$ cat config.mk
export PLATFORM = sky130hd
export DESIGN_NAME = pe_row_drain
export DESIGN_NICKNAME = d
export VERILOG_FILES = /design/src/rtl/pe_row_drain.sv
export SDC_FILE = /design/constraint.sdc
export NUM_CORES = 1
export LEC_CHECK = 0
export CAP_MARGIN = 20
export CORE_MARGIN = 2
export CORE_UTILIZATION = 50
export DETAILED_ROUTE_END_ITERATION = 8
export GPL_ROUTABILITY_DRIVEN = 0
export PLACE_DENSITY = 0.82
export SYNTH_ARGS = -nofsm -noshare
export SYNTH_HDL_FRONTEND = slang
export SYNTH_SLANG_ARGS = --single-unit
$ cat constraint.sdc
create_clock -name clk -period 7 [get_ports clk]
set_input_delay 1.4 -clock clk [delete_from_list [all_inputs] [get_ports clk]]
set_output_delay 1.4 -clock clk [all_outputs]
set_load 0.01 [all_outputs]
$ cat src/rtl/pe_row_drain.sv
`default_nettype none
// +----------------------------------------------------------------------------+
// | Module   : pe_row_drain                                                    |
// | Purpose  : Collects one accumulated sum per PE lane, tags it with the lane |
// |            index, queues it in a FIFO and streams it out over valid/ready. |
// | Revision : 1.0 - initial release                                           |
// +----------------------------------------------------------------------------+
module pe_row_drain #(
  parameter int N       = 4,
  parameter int D_W_ACC = 64,
  parameter int DEPTH   = 16
) (
  input  logic                       clk,
  input  logic                       rst,
  input  logic [N*D_W_ACC-1:0]       in_sum,
  input  logic [N-1:0]               in_valid,
  output logic [D_W_ACC-1:0]         out_data,
  output logic [$clog2(N)-1:0]       out_idx,
  output logic                       out_valid,
  input  logic                       out_ready,
  output logic [$clog2(DEPTH+1)-1:0] count,
  output logic                       overflow
);

  localparam int c_IDX_W = $clog2(N);
  localparam int c_PTR_W = $clog2(DEPTH);
  localparam int c_CNT_W = $clog2(DEPTH+1);
  localparam int c_ENT_W = c_IDX_W + D_W_ACC;
  localparam logic [c_CNT_W-1:0] c_FULL = c_CNT_W'(DEPTH);

  // Lane holding stage
  logic [D_W_ACC-1:0] r_hold [N];
  logic [N-1:0]       r_pend;
  logic               r_ovf;

  // FIFO storage; each entry is {lane index, sum}
  logic [c_ENT_W-1:0] r_mem [DEPTH];
  logic [c_PTR_W-1:0] r_wr_ptr;
  logic [c_PTR_W-1:0] r_rd_ptr;
  logic [c_CNT_W-1:0] r_count;

  logic               w_any;
  logic [c_IDX_W-1:0] w_sel;
  logic               w_pop;
  logic               w_push;
  logic [N-1:0]       w_xfer;
  logic [N-1:0]       w_drop;
  logic [c_ENT_W-1:0] w_head;

  // Pick the lowest-index pending lane (scan downwards so the lowest wins)
  always_comb begin
    w_any = 1'b0;
    w_sel = '0;
    for (int i = N - 1; i >= 0; i--) begin
      if (r_pend[i]) begin
        w_any = 1'b1;
        w_sel = c_IDX_W'(i);
      end
    end
  end

  // Push/pop decisions; a full FIFO still accepts a push when the head leaves
  always_comb begin
    w_pop  = (r_count != '0) && out_ready;
    w_push = w_any && ((r_count != c_FULL) || w_pop);
    w_xfer = '0;
    for (int i = 0; i < N; i++) begin
      w_xfer[i] = w_push && (w_sel == c_IDX_W'(i));
    end
    w_drop = in_valid & r_pend & ~w_xfer;
  end

  // Lane registers: a lane accepts a new pulse if free or emptying this cycle
  always_ff @(posedge clk) begin
    if (rst) begin
      r_pend <= '0;
      for (int i = 0; i < N; i++) begin
        r_hold[i] <= '0;
      end
    end else begin
      for (int i = 0; i < N; i++) begin
        if (in_valid[i] && (!r_pend[i] || w_xfer[i])) begin
          r_hold[i] <= in_sum[i*D_W_ACC +: D_W_ACC];
        end
        r_pend[i] <= in_valid[i] | (r_pend[i] & ~w_xfer[i]);
      end
    end
  end

  // Sticky overflow: any pulse that lands on an occupied, non-draining lane
  always_ff @(posedge clk) begin
    if (rst) begin
      r_ovf <= 1'b0;
    end else if (|w_drop) begin
      r_ovf <= 1'b1;
    end
  end

  // FIFO storage write; contents need no reset since pointers gate visibility
  always_ff @(posedge clk) begin
    if (w_push) begin
      r_mem[r_wr_ptr] <= {w_sel, r_hold[w_sel]};
    end
  end

  // FIFO pointers and occupancy
  always_ff @(posedge clk) begin
    if (rst) begin
      r_wr_ptr <= '0;
      r_rd_ptr <= '0;
      r_count  <= '0;
    end else begin
      if (w_push) r_wr_ptr <= r_wr_ptr + 1'b1;
      if (w_pop)  r_rd_ptr <= r_rd_ptr + 1'b1;
      case ({w_push, w_pop})
        2'b10:   r_count <= r_count + 1'b1;
        2'b01:   r_count <= r_count - 1'b1;
        default: r_count <= r_count;
      endcase
    end
  end

  // Show-ahead head; data and index read as zero while empty
  always_comb begin
    w_head    = r_mem[r_rd_ptr];
    out_valid = (r_count != '0);
    out_data  = out_valid ? w_head[D_W_ACC-1:0] : '0;
    out_idx   = out_valid ? w_head[c_ENT_W-1 -: c_IDX_W] : '0;
    count     = r_count;
    overflow  = r_ovf;
  end

endmodule
`default_nettype wire

==> results of run 1 <==
stage by stage:
stage	instances	area, µm²	hold slack, ns	worst slack (ns)
after global placement	4162	57100	0.504	2.51
after floorplan	2535	51800	0.482	0.115
after detailed placement	4162	57100	0.513	2.47
after global routing	4401	61400	0.542	1.50
final	4404	61400	0.529	1.66
after CTS	4401	61400	0.526	1.64
cell families (layout without fill, tap and decap cells):
family,count (synthesis),in the layout
flops,1334,1334
simple gates,455,455
mux,402,402
compound gates,170,170
buf+inv,159,645
fa+ha+maj,9,9
xor+xnor,6,6
other cells,0,3
critical path, cell delays in order (launching register included):
cell and delay, ns:
dfxtp_1 0.40, nor4_4 0.60, nand2_1 0.22, nand2_4 0.72
buf_4 0.50, o22ai_1 0.19, clkdlybuf4s50_1 0.52
power by group through the flow:
stage | logic, mW | registers, mW | clock network [mW]
floorplan | 2.14 | 9.68 | 0
global placement | 3.73 | 9.72 | 0
detailed placement | 3.78 | 9.75 | 0
CTS | 3.85 | 9.60 | 7.13
global route | 4.02 | 9.63 | 7.38
finish | 3.82 | 9.60 | 7.06
synth_stat cells, types with 9 or more instances:
cell type | n | area share
a21o_1 | 9 | 0.0013
a21oi_1 | 9 | 0.00087
a222oi_1 | 64 | 0.012
and2_1 | 256 | 0.031
buf_1 | 18 | 0.0013
buf_2 | 46 | 0.0044
clkbuf_1 | 84 | 0.0061
dfxtp_1 | 22 | 0.0085
edfxtp_1 | 1312 | 0.76
inv_1 | 10 | 0.00072
mux2i_1 | 136 | 0.026
mux4_2 | 263 | 0.11
nand2_1 | 144 | 0.010
nor2_1 | 25 | 0.0018
o22ai_1 | 65 | 0.0078
state kept, by name, summed over array words and instances (netlist names), named ones only:
signal,cells
r_hold,256
r_pend,4
r_rd_ptr,4
r_wr_ptr,4
overflow,1
count,5
r_mem,1056
worst max-delay path by stage:
| stage | endpoint | slack, ns |
|---|---|---|
| 2_1_floorplan | r_mem[1][0] | 0.11 |
| 3_3_place_gp | out_data[21] | 2.51 |
| 3_5_place_dp | out_data[16] | 2.47 |
| 4_1_cts | out_data[21] | 1.64 |
| 5_1_grt | out_data[21] | 1.50 |
| 6_report | out_data[16] | 1.66 |
area by class of cell:
cell class / count / area, µm² / share of cell area
Sequential cell: 1334 / 39800 / 0.649
Multi-Input combinational cell: 1042 / 11500 / 0.187
Clock inverter: 77 / 759 / 0.0124
Inverter: 10 / 37.5 / 0.000611
Timing Repair Buffer: 396 / 3990 / 0.0649
Clock buffer: 162 / 3520 / 0.0574
Tap cell: 1380 / 1730 / 0.0281
Antenna cell: 3 / 7.51 / 0.000122
routing by layer:
layer	wire length (µm)	part of all wire	track usage	vias up
li1	-	-	-	11100
met1	49100	0.38	0.323	13900
met2	65400	0.50	0.411	1700
met3	11100	0.085	0.0446	248
met4	4610	0.035	0.0924	0
met5	0	0	0	-
==> results by group, run 1 <==
Power
  • Switch Pwr: ~5.4 mW
  • Total power: around 20 mW
  • Seq pwr share: 0.469
  • Net Sw Frac: 0.262
  • Pwr Density: around 330 nW/µm²
  • Clk pwr share: 0.345
  • Power Internal: 15.1 mW
  • Comb pwr share: 0.187
  • Leakage: between 15 and 20 nW
  • Maximum vdd drop: around 0.37 mV

Logic synthesis
  • Xor and xnor area share after synthesis: 0.00101
  • Syn Inst Count: about 2,500
  • Netlist cell types: 49
  • Post-Syn Area per Cell: slightly above 20 µm²
  • Async S/R FF share, synth: 0
  • Synth Area in Compound Gates: 0.0265
  • Multiplexer share of the synthesized area: 0.141
  • Largest family of logic cells by synthesized area: multiplexers
  • Seq cells post-synth: 1,334
  • Post-synth EDFFs: between 1,000 and 1,500
  • Adder and majority gate portion of the synthesized area: 0.00232
  • Top FF cell, synth: edfxtp_1
  • Syn Std Cell Area: 51,800 µm²
  • Syn Nets: ~2,800
  • Synth Area in Simple Gates: 0.0472
  • Yosys warns: 0
  • Register area share after synthesis: 0.769

Die
  • Rows: ~120
  • Core area: between 100,000 and 150,000 µm²
  • Die width: roughly 330 µm
  • Die Footprint: roughly 110,000 µm²
  • Initial Utilization: 0.502
  • I/O Pins: 336
  • Die Ht: 326 µm

Clock tree
  • Clock sinks: around 1,300
  • Root buf cell: clkbuf_16
  • Latest clock arrival within the worst-skew pair: 0.75 ns
  • Hold Buf Count CTS: 0
  • CTS H-tree depth: 4
  • CTS tree: done
  • Setup Buffers After CTS: 0
  • Post-CTS sizing: 0
  • Num CTS Buffers: 132
  • Clock slew at reported path FFs: roughly 0.06 ns
  • Clock tree buffer depth: 3

Setup path
  • Critical path peak fanout: about 50
  • Crit path capture type: output pin
  • FF-to-FF setup slack: between 3 and 4 ns
  • Reg2reg end: r_mem[12][17]
  • Req. time, crit path: roughly 5.6 ns
  • CP Launch Point: count[0]
  • Reg-to-reg startpoint: r_pend[0]
  • CP startpoint kind: register
  • Class of the most critical setup path: register to output pin
  • Arr. time, crit path: slightly below 4 ns
  • Worst-case reg-to-reg path depth: 6

Route
  • Via/cell ratio: slightly above 6
  • DR iter-0 viols: around 3,300
  • Post-DRT Antenna Nets: 0
  • DRT Wirelength: approximately 130,000 µm
  • Via count: 27,000
  • First-pass DRT Iterations: 6
  • # DRC: 0
  • WL/cell: ~30 µm

Layout
  • Fin nets: 3,188
  • Commonest non-fill, non-tap cell in the layout: edfxtp_1
  • # fillers: around 6,900
  • Post-layout util: 0.595
  • Area Overhead vs Synth: 18.5%
  • Commonest non-fill, non-tap cells in the layout: 1,312 x edfxtp_1, 335 x clkdlybuf4s50_1, 263 x mux4_2, 256 x and2_1, 143 x nand2_1
  • Share of layout cells above drive strength 1: 0.183

Global routing
  • Total Routing Usage GR: 0.245
  • Number of global-route vias before repair: 28,300
  • Pin count of the biggest net entering global routing: around 110
  • Grt ovf: 0
  • Initial antenna violation count: 2
  • Global-route wire length before repair: 189,000 µm

Timing
  • Final Hold Viols: 0
  • Fmax: roughly 0.19 GHz
  • Worst-margin pin slew: ~1.1 ns
  • Period minus WS final: 5.34 ns
  • Fin crit share: 0.763
  • Layout Skew: between 0.03 and 0.04 ns
  • Final slew viol count: 0
  • Final setup TNS: 0 ns
  • RSZ-0062 raised after global routing: false
  • Slew headroom: 0.282
  • Endpoints failing setup: 0

Outcome
  • Status: finished, final reports clean

Hold path
  • HP Start: r_rd_ptr[3]
  • End of the worst hold path: r_rd_ptr[3]
  • Hold WC Path Type: register to register
  • Worst Hold Depth: 2

Place
  • Post-DP HPWL: ~70,000 µm
  • IO buf count: 335

Flow run
  • Max_cap viols: 0
No activity file was read; power rests on OpenSTA's default activity.
==> run 2: changes to the inputs <==
clock period = 4.6 ns   (was 7 ns; I/O delays follow)
==> run 2 against run 1 <==
Non-clock buffer count up 32. Worst setup slack worse by 1.5 ns. Critical path type unchanged. Power up 51%. Sequential power up 52%. Utilization up 0.49 points. Routed wire length down 1.4%. Sequential share of layout area down 0.53 points.
==> results by group, run 2 (synthesis gave the netlist of run 1 again) <==
Setup path
  • CP max stage cell: nor4_4
  • Worst path bufs/invs: 2
  • Cell Chain, Critical Path: nor4_4, nand2_1, nand2_4, buf_12, o22ai_1, clkdlybuf4s50_1
  • Top delay family on crit path: simple AND/OR/NAND/NOR gates
  • CP startpoint kind: register
  • Reg-to-reg startpoint: r_pend[1]
  • Worst-case reg-to-reg path depth: 7
  • Req. time, crit path: 3.68 ns
  • Reg2reg end: count[4]
  • FF-to-FF setup slack: roughly 1.6 ns
  • Arr. time, crit path: approximately 3.6 ns
  • Crit path capture type: output pin
  • Class of the most critical setup path: register to output pin
  • CP max stage delay: about 0.60 ns
  • Critical path peak fanout: 31

Clock tree
  • Clock tree buffer depth: 3
  • CTS tree: done
  • CTS H-tree depth: 4
  • Latest clock arrival within the worst-skew pair: ~0.74 ns
  • Num CTS Buffers: roughly 130
  • Clock slew at reported path FFs: 0.06 ns
  • Hold Buf Count CTS: 0
  • Root buf cell: clkbuf_16
  • Clock sinks: about 1,300

Route
  • DR iter-0 viols: 3,189
  • WL/cell: 28.9 µm
  • DRT Wirelength: between 100,000 and 150,000 µm
  • First-pass DRT Iterations: 9
  • Via/cell ratio: just over 6
  • Post-DRT Antenna Nets: 0
  • Via count: around 27,000
  • # DRC: 0

Flow run
  • Max_cap viols: 0

Layout
  • Final std cells w/o fill: approximately 4,400
  • Largest register FFs: around 1,100
  • # fillers: roughly 7,000
  • Area Overhead vs Synth: 19.5%
  • Most flop-heavy register: r_mem
  • Fin nets: ~3,200
  • Commonest non-fill, non-tap cell in the layout: edfxtp_1
  • Post-route cell area: approximately 62,000 µm²
  • Commonest non-fill, non-tap cells in the layout: 1,312 x edfxtp_1, 335 x clkdlybuf4s50_1, 263 x mux4_2, 256 x and2_1, 143 x nand2_1
  • Share of layout cells above drive strength 1: 0.190
  • Area of the multi-input gates: between 10,000 and 15,000 µm²
  • Register area: between 30,000 and 40,000 µm²
  • Post-layout util: 0.600

Power
  • Total power: around 31 mW
  • Maximum vdd drop: 0.307 mV
  • Leakage: about 20 nW
  • Pwr Density: 500 nW/µm²

Timing
  • Layout Skew: ~0.024 ns
  • Endpoints failing setup: 0
  • RSZ-0062 raised after global routing: false
  • Final Hold Viols: 0
  • Worst-margin pin slew: around 1.0 ns
  • Final setup margin: around 0.12 ns
  • Period minus WS final: ~4.5 ns
  • Fmax: ~0.22 GHz
  • Slew headroom: 0.320
  • Final slew viol count: 0
  • Fin crit share: 0.973

Die
  • Core area: just over 100,000 µm²
  • Die Ht: roughly 330 µm
  • I/O Pins: around 340
  • Rows: ~120
  • Die Footprint: between 100,000 and 150,000 µm²
  • Die width: 326 µm
  • Initial Utilization: 0.502

Hold path
  • Hold WC Path Type: register to register
  • HP Start: r_wr_ptr[1]
  • Worst Hold Depth: 2
  • End of the worst hold path: r_wr_ptr[1]

Outcome
  • Status: finished, final reports clean

Place
  • Post-DP HPWL: roughly 72,000 µm
  • Setup WS pre-CTS: about 0.9 ns
  • IO buf count: about 340
  • Placed Cells: 4,194
  • Area of placed instances: 57,700 µm²

Global routing
  • Initial antenna violation count: 0
  • Grt ovf: 0
  • Global-route wire length before repair: 186,000 µm
  • Pin count of the biggest net entering global routing: between 60 and 70
  • Number of global-route vias before repair: between 20,000 and 30,000
  • Total Routing Usage GR: 0.241
run 2: cell count changes in the layout (fill, tap and decap cells not counted), sizes merged:
| cell | previous run | this run |
|---|---|---|
| inv | 15 | 17 |
| buf | 61 | 93 |
| clkinv | 55 | 53 |
| bufinv | 12 | 9 |
| clkinvlp | 5 | 6 |
| clkbuf | 162 | 165 |
run 2: layout make-up:
type / count / area share
sequential: 1334 / 0.644
clock buffer: 165 / 0.0571
antenna: 3 / 0.000121
inverter: 10 / 0.000606
multi-input combinational: 1042 / 0.186
tap: 1380 / 0.0279
timing repair buffer: 428 / 0.0736
clock inverter: 75 / 0.0107
run 2: report_power, final:
part	switching (mW)	internal [mW]
sequential	0.304	14.3
clock	4.49	5.98
combinational	3.20	2.68
run 2: worst max-delay path by stage:
stage / to / startpoint / slack (ns) / depth (start not counted)
after detailed placement: out_data[44] / count[0] / 0.89 / 6
after CTS: out_data[44] / count[0] / 0.07 / 6
after floorplan: r_mem[13][0] / out_ready / -0.04 / 4
after global routing: out_data[44] / count[0] / 0.005 / 6
after global placement: out_data[22] / register / 0.92 / 5
final: out_data[44] / count[0] / 0.12 / 6
run 2: per-layer routing:
metal,global-route usage,up-vias,routed length (µm)
met5,0,-,0
met4,0.0784,0,3460
met3,0.0411,206,10600
met2,0.399,1590,64300
met1,0.328,14200,50000
li1,-,11200,-
run 2: stage by stage:
stage          hold slack, ns  setup TNS, ns
2_1_floorplan           0.482         -13.76
3_3_place_gp            0.500              0
3_5_place_dp            0.510              0
4_1_cts                 0.526              0
5_1_grt                 0.550              0
6_report                0.524              0
run 2: tightest hold or removal path, stage by stage, from the launching register on:
cell     delay [ns]
dfxtp_1        0.34
nand2_1        0.07
a21oi_1        0.06
run 2: timing repair:
item                       4_1_cts  5_1_grt
setup endpoints to repair        0        1
resized for setup                0        1
buffers inserted                 0        0
